## config.mk

```make
export PLATFORM = sky130hd
export DESIGN_NAME = dds_sweep_ctrl_flat
export DESIGN_NICKNAME = d
export VERILOG_FILES = /design/src/rtl/dds_sweep_ctrl_if.sv /design/src/rtl/dds_sweep_ctrl.sv /design/src/flat_wrapper.sv
export SDC_FILE = /design/constraint.sdc
export NUM_CORES = 1
export LEC_CHECK = 0
export ABC_CLOCK_PERIOD_IN_PS = 7800
export CORE_UTILIZATION = 45
export CTS_CLUSTER_SIZE = 24
export DETAILED_ROUTE_END_ITERATION = 8
export PLACE_DENSITY = 0.75
export SYNTH_ARGS = -nofsm -noshare
export SYNTH_HDL_FRONTEND = slang
export SYNTH_SLANG_ARGS = --single-unit
```

## constraint.sdc

```tcl
create_clock -name clk -period 7.8 [get_ports clk]
set_input_delay 0.78 -clock clk [delete_from_list [all_inputs] [get_ports clk]]
set_output_delay 0.78 -clock clk [all_outputs]
set_load 0.05 [all_outputs]
```

## src/rtl/dds_sweep_ctrl_if.sv

```systemverilog
// Configuration and sweep-output bundle between the host and the DDS sweep sequencer.
interface dds_sweep_ctrl_if #(
  parameter int unsigned FW = 32,
  parameter int unsigned NW = 16
);
  logic          cfg_we;
  logic [2:0]    cfg_addr;
  logic [FW-1:0] cfg_data;
  logic          start;
  logic          abort;
  logic [FW-1:0] f1_word;
  logic [FW-1:0] f2_word;
  logic          phase_clr;
  logic          busy;
  logic          done;
  logic [NW-1:0] step_idx;

  modport master (
    output cfg_we, cfg_addr, cfg_data, start, abort,
    input  f1_word, f2_word, phase_clr, busy, done, step_idx
  );

  modport slave (
    input  cfg_we, cfg_addr, cfg_data, start, abort,
    output f1_word, f2_word, phase_clr, busy, done, step_idx
  );
endinterface

```

## src/rtl/dds_sweep_ctrl.sv

```systemverilog
// Two-tone DDS sweep sequencer: steps the primary frequency word with a fixed dwell,
// holds the secondary word, and clears both phase accumulators at sweep start.
module dds_sweep_ctrl #(
  parameter int unsigned FW = 32,
  parameter int unsigned NW = 16,
  parameter int unsigned DW = 24
) (
  input  logic           clk,
  input  logic           reset,
  dds_sweep_ctrl_if.slave bus
);

  localparam logic [1:0] S_IDLE  = 2'd0;
  localparam logic [1:0] S_CLEAR = 2'd1;
  localparam logic [1:0] S_DWELL = 2'd2;
  localparam logic [1:0] S_DONE  = 2'd3;

  localparam logic [2:0] A_F1_START = 3'd0;
  localparam logic [2:0] A_F1_STEP  = 3'd1;
  localparam logic [2:0] A_F2_FIXED = 3'd2;
  localparam logic [2:0] A_NSTEPS   = 3'd3;
  localparam logic [2:0] A_DWELL    = 3'd4;

  logic [FW-1:0] f1_start_q, f1_start_d;
  logic [FW-1:0] f1_step_q,  f1_step_d;
  logic [FW-1:0] f2_fixed_q, f2_fixed_d;
  logic [NW-1:0] nsteps_q,   nsteps_d;
  logic [DW-1:0] dwell_q,    dwell_d;

  logic [1:0]    state_q, state_d;
  logic [DW-1:0] cnt_q, cnt_d;
  logic [FW-1:0] f1_word_q, f1_word_d;
  logic [FW-1:0] f2_word_q, f2_word_d;
  logic          phase_clr_q, phase_clr_d;
  logic          busy_q, busy_d;
  logic          done_q, done_d;
  logic [NW-1:0] step_idx_q, step_idx_d;

  logic [DW-1:0] dwell_m1_c;
  logic          last_step_c;

  // Remaining-cycle reload value; a zero dwell behaves as a one-cycle dwell.
  assign dwell_m1_c  = (dwell_q == '0) ? '0 : dwell_q - DW'(1);
  assign last_step_c = (step_idx_q == nsteps_q - NW'(1));

  // Register file; frozen while a sweep is running.
  always_comb begin
    f1_start_d = f1_start_q;
    f1_step_d  = f1_step_q;
    f2_fixed_d = f2_fixed_q;
    nsteps_d   = nsteps_q;
    dwell_d    = dwell_q;
    if (bus.cfg_we && !busy_q) begin
      case (bus.cfg_addr)
        A_F1_START: f1_start_d = bus.cfg_data;
        A_F1_STEP:  f1_step_d  = bus.cfg_data;
        A_F2_FIXED: f2_fixed_d = bus.cfg_data;
        A_NSTEPS:   nsteps_d   = bus.cfg_data[NW-1:0];
        A_DWELL:    dwell_d    = bus.cfg_data[DW-1:0];
        default:    ;
      endcase
    end
  end

  // Next state and next registered outputs; idle values are the defaults.
  always_comb begin
    state_d     = state_q;
    cnt_d       = cnt_q;
    f1_word_d   = '0;
    f2_word_d   = '0;
    phase_clr_d = 1'b0;
    busy_d      = 1'b0;
    done_d      = 1'b0;
    step_idx_d  = '0;
    case (state_q)
      S_IDLE: begin
        if (bus.start && !bus.abort) begin
          if (nsteps_q == '0) begin
            state_d = S_DONE;
            done_d  = 1'b1;
          end else begin
            state_d     = S_CLEAR;
            phase_clr_d = 1'b1;
            busy_d      = 1'b1;
            f1_word_d   = f1_start_q;
            f2_word_d   = f2_fixed_q;
            cnt_d       = dwell_m1_c;
          end
        end
      end
      S_CLEAR, S_DWELL: begin
        if (bus.abort) begin
          state_d = S_IDLE;
        end else if (cnt_q == '0 && last_step_c) begin
          state_d = S_DONE;
          done_d  = 1'b1;
        end else begin
          state_d    = S_DWELL;
          busy_d     = 1'b1;
          f2_word_d  = f2_word_q;
          f1_word_d  = f1_word_q;
          step_idx_d = step_idx_q;
          if (cnt_q == '0) begin
            f1_word_d  = f1_word_q + f1_step_q;
            step_idx_d = step_idx_q + NW'(1);
            cnt_d      = dwell_m1_c;
          end else begin
            cnt_d = cnt_q - DW'(1);
          end
        end
      end
      S_DONE:  state_d = S_IDLE;
      default: state_d = S_IDLE;
    endcase
  end

  always_ff @(posedge clk or posedge reset) begin
    if (reset) begin
      f1_start_q  <= '0;
      f1_step_q   <= '0;
      f2_fixed_q  <= '0;
      nsteps_q    <= '0;
      dwell_q     <= '0;
      state_q     <= S_IDLE;
      cnt_q       <= '0;
      f1_word_q   <= '0;
      f2_word_q   <= '0;
      phase_clr_q <= 1'b0;
      busy_q      <= 1'b0;
      done_q      <= 1'b0;
      step_idx_q  <= '0;
    end else begin
      f1_start_q  <= f1_start_d;
      f1_step_q   <= f1_step_d;
      f2_fixed_q  <= f2_fixed_d;
      nsteps_q    <= nsteps_d;
      dwell_q     <= dwell_d;
      state_q     <= state_d;
      cnt_q       <= cnt_d;
      f1_word_q   <= f1_word_d;
      f2_word_q   <= f2_word_d;
      phase_clr_q <= phase_clr_d;
      busy_q      <= busy_d;
      done_q      <= done_d;
      step_idx_q  <= step_idx_d;
    end
  end

  assign bus.f1_word   = f1_word_q;
  assign bus.f2_word   = f2_word_q;
  assign bus.phase_clr = phase_clr_q;
  assign bus.busy      = busy_q;
  assign bus.done      = done_q;
  assign bus.step_idx  = step_idx_q;

endmodule

```

## src/flat_wrapper.sv

```systemverilog
// flat-port wrapper written by rule: the top's interface ports become plain ports
module dds_sweep_ctrl_flat 
#(
  parameter int unsigned FW = 32,
  parameter int unsigned NW = 16,
  parameter int unsigned DW = 24
)
  (clk, reset, bus_cfg_we, bus_cfg_addr, bus_cfg_data, bus_start, bus_abort, bus_f1_word, bus_f2_word, bus_phase_clr, bus_busy, bus_done, bus_step_idx);
  dds_sweep_ctrl_if #(.FW(FW), .NW(NW)) bus_i ();
  input  logic clk;
  input  logic reset;
  input wire logic [$bits(bus_i.cfg_we)-1:0] bus_cfg_we;
  input wire logic [$bits(bus_i.cfg_addr)-1:0] bus_cfg_addr;
  input wire logic [$bits(bus_i.cfg_data)-1:0] bus_cfg_data;
  input wire logic [$bits(bus_i.start)-1:0] bus_start;
  input wire logic [$bits(bus_i.abort)-1:0] bus_abort;
  output wire logic [$bits(bus_i.f1_word)-1:0] bus_f1_word;
  output wire logic [$bits(bus_i.f2_word)-1:0] bus_f2_word;
  output wire logic [$bits(bus_i.phase_clr)-1:0] bus_phase_clr;
  output wire logic [$bits(bus_i.busy)-1:0] bus_busy;
  output wire logic [$bits(bus_i.done)-1:0] bus_done;
  output wire logic [$bits(bus_i.step_idx)-1:0] bus_step_idx;
  assign bus_i.cfg_we = bus_cfg_we;
  assign bus_i.cfg_addr = bus_cfg_addr;
  assign bus_i.cfg_data = bus_cfg_data;
  assign bus_i.start = bus_start;
  assign bus_i.abort = bus_abort;
  assign bus_f1_word = bus_i.f1_word;
  assign bus_f2_word = bus_i.f2_word;
  assign bus_phase_clr = bus_i.phase_clr;
  assign bus_busy = bus_i.busy;
  assign bus_done = bus_i.done;
  assign bus_step_idx = bus_i.step_idx;
  dds_sweep_ctrl #(.FW(FW), .NW(NW), .DW(DW)) u_core (.clk(clk), .reset(reset), .bus(bus_i));
endmodule
```

==> flow_metrics.py <==
metrics = {
    "status": {
        "status": "complete, no violations",
    },
    "route": {
        "first_iter_violations": 672,
        "via_per_inst": 5.66,
        "dr_total_vias": 9570,
        "dr.pass1.iters": 5,
        "routed_wl_mm": 31.7,
        "wl_per_cell_um": 18.8,
        "drtAntennaViolNets": 0,
        "drc": 0,
    },
    "sta": {
        "hold_viol": 0,
        "fin_skew_ns": 0.0167,
        "min_period_ns": 3.92,
        "slew_viol_final": 0,
        "relSlewSlack_pct": 13.4,
        "fmax_mhz": 255,
        "tightest_slew_ns": 1.30,
        "setup-violations-final": 0,
        "finalSetupTns_ns": 0,
        "finalCritPeriodShare_pct": 50.3,
        "rsz0062_at_grt": "false",
    },
    "grt": {
        "grtUsageTotal_pct": 22.6,
        "grt_pass1_wl_mm": 50.9,
        "grt_remaining_overflow": 0,
        "grt_max_degree": 86,
        "grt_pass1_vias": 9592,
        "antenna_found_initial": 0,
    },
    "die": {
        "die_h_um": 169,
        "die_w_um": 169,
        "start_util_pct": 46.1,
        "core_um2": 27100,
        "rows": 60,
        "die_area_um2": 28400,
        "pin_count": 123,
    },
    "cts": {
        "clk_pin_slew_worst_paths_ns": 0.07,
        "clock-sinks": 245,
        "htree_levels": 1,
        "postCtsSetupRepairBufs": 0,
        "cts.path.max_buffers": 3,
        "clock-root-buffer": "clkbuf_16",
        "tritoncts": "done",
        "numCtsBuffers": 26,
        "clock_latency_ns": 0.54,
        "hold_buffers": 0,
        "cts_resized": 0,
    },
    "worst_setup_path": {
        "cp_top_family": "simple AND/OR/NAND/NOR gates",
        "rrSetupSlack_ns": 3.88,
        "worstPathBufferInverterCount": 1,
        "cp.arrival_ns": 4.36,
        "max_stage_delay_ns": 1.02,
        "cpMostUsedCell": "or3_1",
        "required_ns": 8.24,
        "worst-setup-path-type": "flip-flop to flip-flop",
        "crit_slowest_cell": "and2_1",
        "crit_path_max_fanout": 38,
        "start_kind": "flip-flop",
        "crit_chain": "or3_1, or3_1, or2_1, nor3_1, nor2_2, buf_4, nor2_1, and2_1, a22oi_1, o21ai_0",
        "cp-end-kind": "flip-flop",
    },
    "job": {
        "max_cap_violations": 0,
    },
    "finish": {
        "final_cell_mix": "dfrtp_1, nand2_1, mux2_2",
        "nets": 1378,
        "multi_input_area_um2": 6060,
        "diodes": 0,
        "final_common_cell": "dfrtp_1",
        "n_fill_cell": 2340,
        "area_growth_pct": 19.9,
        "drive_above_1_share_pct": 15.7,
        "regArea_um2": 6130,
    },
    "yosys": {
        "yosysTopAreaCell": "dfrtp_1",
        "synth-main-ff-cell": "dfrtp_1",
        "netlist_instances": 1193,
        "yosysWarnings": 0,
        "async_reset_ff_share_pct": 100,
        "netlist.area_leader.share_pct": 49.1,
        "ys_types": 63,
        "seq_area_frac_synth_pct": 49.1,
        "synth_area_leaders": "dfrtp_1, mux2_2, o21ai_0",
        "synth.net_count": 1272,
        "synth_seq_cells": 245,
        "synth-edff-count": 0,
        "syn_area_um2": 12500,
        "syn_area_per_cell_um2": 10.5,
    },
    "power_and_ir_drop": {
        "power_mw": 5.96,
        "powerDensity_nw_per_um2": 398,
        "ir_drop_mv": 0.242,
        "p_leak_nw": 6.16,
    },
    "placement": {
        "dpl.hpwl_mm": 21.5,
        "portBuffers": 122,
        "gp_congestion": 0.885,
    },
    "hold_path": {
        "hold_path.class": "flip-flop to flip-flop",
    },
}
-- where the power goes --
part,leakage (nW),switching (mW),internal [mW]
logic,2.64,1.47,1.01
registers,3.09,0.399,1.74
clock network,0.432,0.547,0.784
total,6.16,2.42,3.54
-- tightest hold or removal path: cells and delay by family, from the launching register on --
family | cells | cell delay [ns]
flip-flops | 1 | 0.34
AO/OA/AOI/OAI | 1 | 0.06
AND/OR/NAND/NOR | 1 | 0.04
-- per-stage QoR --
step / hold slack [ns] / utilization, % / area (µm²) / instances / worst slack, ns
global route: 0.507 / 55.3 / 15000 / 1690 / 3.61
CTS: 0.484 / 55.3 / 15000 / 1690 / 3.89
floorplan: 0.457 / - / 12500 / 1193 / 0.290
finish: 0.479 / 55.3 / 15000 / 1690 / 3.88
detailed placement: 0.470 / 51.9 / 14100 / 1643 / 3.96
global placement: 0.465 / 51.9 / 14100 / 1643 / 4.14
-- kinds of logic after synthesis --
| logic type | synth area share, % |
|---|---|
| and+or+nand+nor | 12.3 |
| xor gates and xnor gates | 5.47 |
| AOI/OAI and AO/OA | 14.2 |
| adders and majority gates | 3.97 |
| muxes | 12.4 |
| buffers and inverters | 2.56 |
| DFF | 49.1 |
-- state kept, by name (all words and copies together) (netlist names) --
name                  flops
u_core.f2_fixed_q        32
u_core.bus.busy           1
u_core.bus.phase_clr      1
u_core.cnt_q             24
u_core.bus.done           1
u_core.f1_start_q        32
u_core.bus.f2_word       32
u_core.bus.f1_word       32
u_core.state_q            2
u_core.nsteps_q          16
u_core.bus.step_idx      16
u_core.f1_step_q         32
u_core.dwell_q           24
-- synth_stat cells (all sizes together), types with 3 or more instances --
cell,number
a22o,15
o211ai,5
nand3,21
and2,7
a31oi,6
nand2b,7
nand4,12
a21boi,3
nor3,23
a21o,4
o31ai,8
nor3b,3
nand3b,4
xnor2,41
buf,11
clkbuf,42
a211oi,6
nor2b,7
xor2,37
o21bai,3
ha,38
or4,5
and3,5
a21oi,58
nor2,57
o21ai,120
inv,27
o22ai,9
nor4,9
dfrtp,245
or3,10
nand2,144
a22oi,33
o32ai,4
mux2,138
or2,5
-- path summary, 6_finish.rpt --
| check | startpoint | endpoint | depth (start not counted) |
|---|---|---|---|
| max | u_core.cnt_q[17] | u_core.bus.f1_word[6] | 10 |
| min | u_core.bus.f2_word[12] | u_core.bus.f2_word[12] | 2 |
| max reg2reg | u_core.cnt_q[17] | u_core.bus.f1_word[6] | 10 |
| min reg2reg | u_core.bus.f2_word[12] | u_core.bus.f2_word[12] | 2 |
| max in group asynchronous | reset | u_core.f1_start_q[15] | 3 |
| min in group asynchronous | reset | u_core.f1_step_q[2] | 2 |
-- cell type report --
cell class	instances	share of cell area, %
Inverter	27	0.727
Clock buffer	30	4.65
Sequential cell	245	40.9
Timing Repair Buffer	131	8.61
Multi-Input combinational cell	868	40.5
Tap cell	372	3.11
Clock inverter	17	1.50
-- layer usage --
metal | vias to the layer above | wire [µm] | global-route usage, %
met5 | - | 0 | 0
met4 | 0 | 884 | 7.31
met3 | 64 | 1880 | 3.76
met2 | 303 | 15100 | 37.5
met1 | 4710 | 13900 | 30.4
li1 | 4493 | - | -
(Power assumes the default switching activity.)
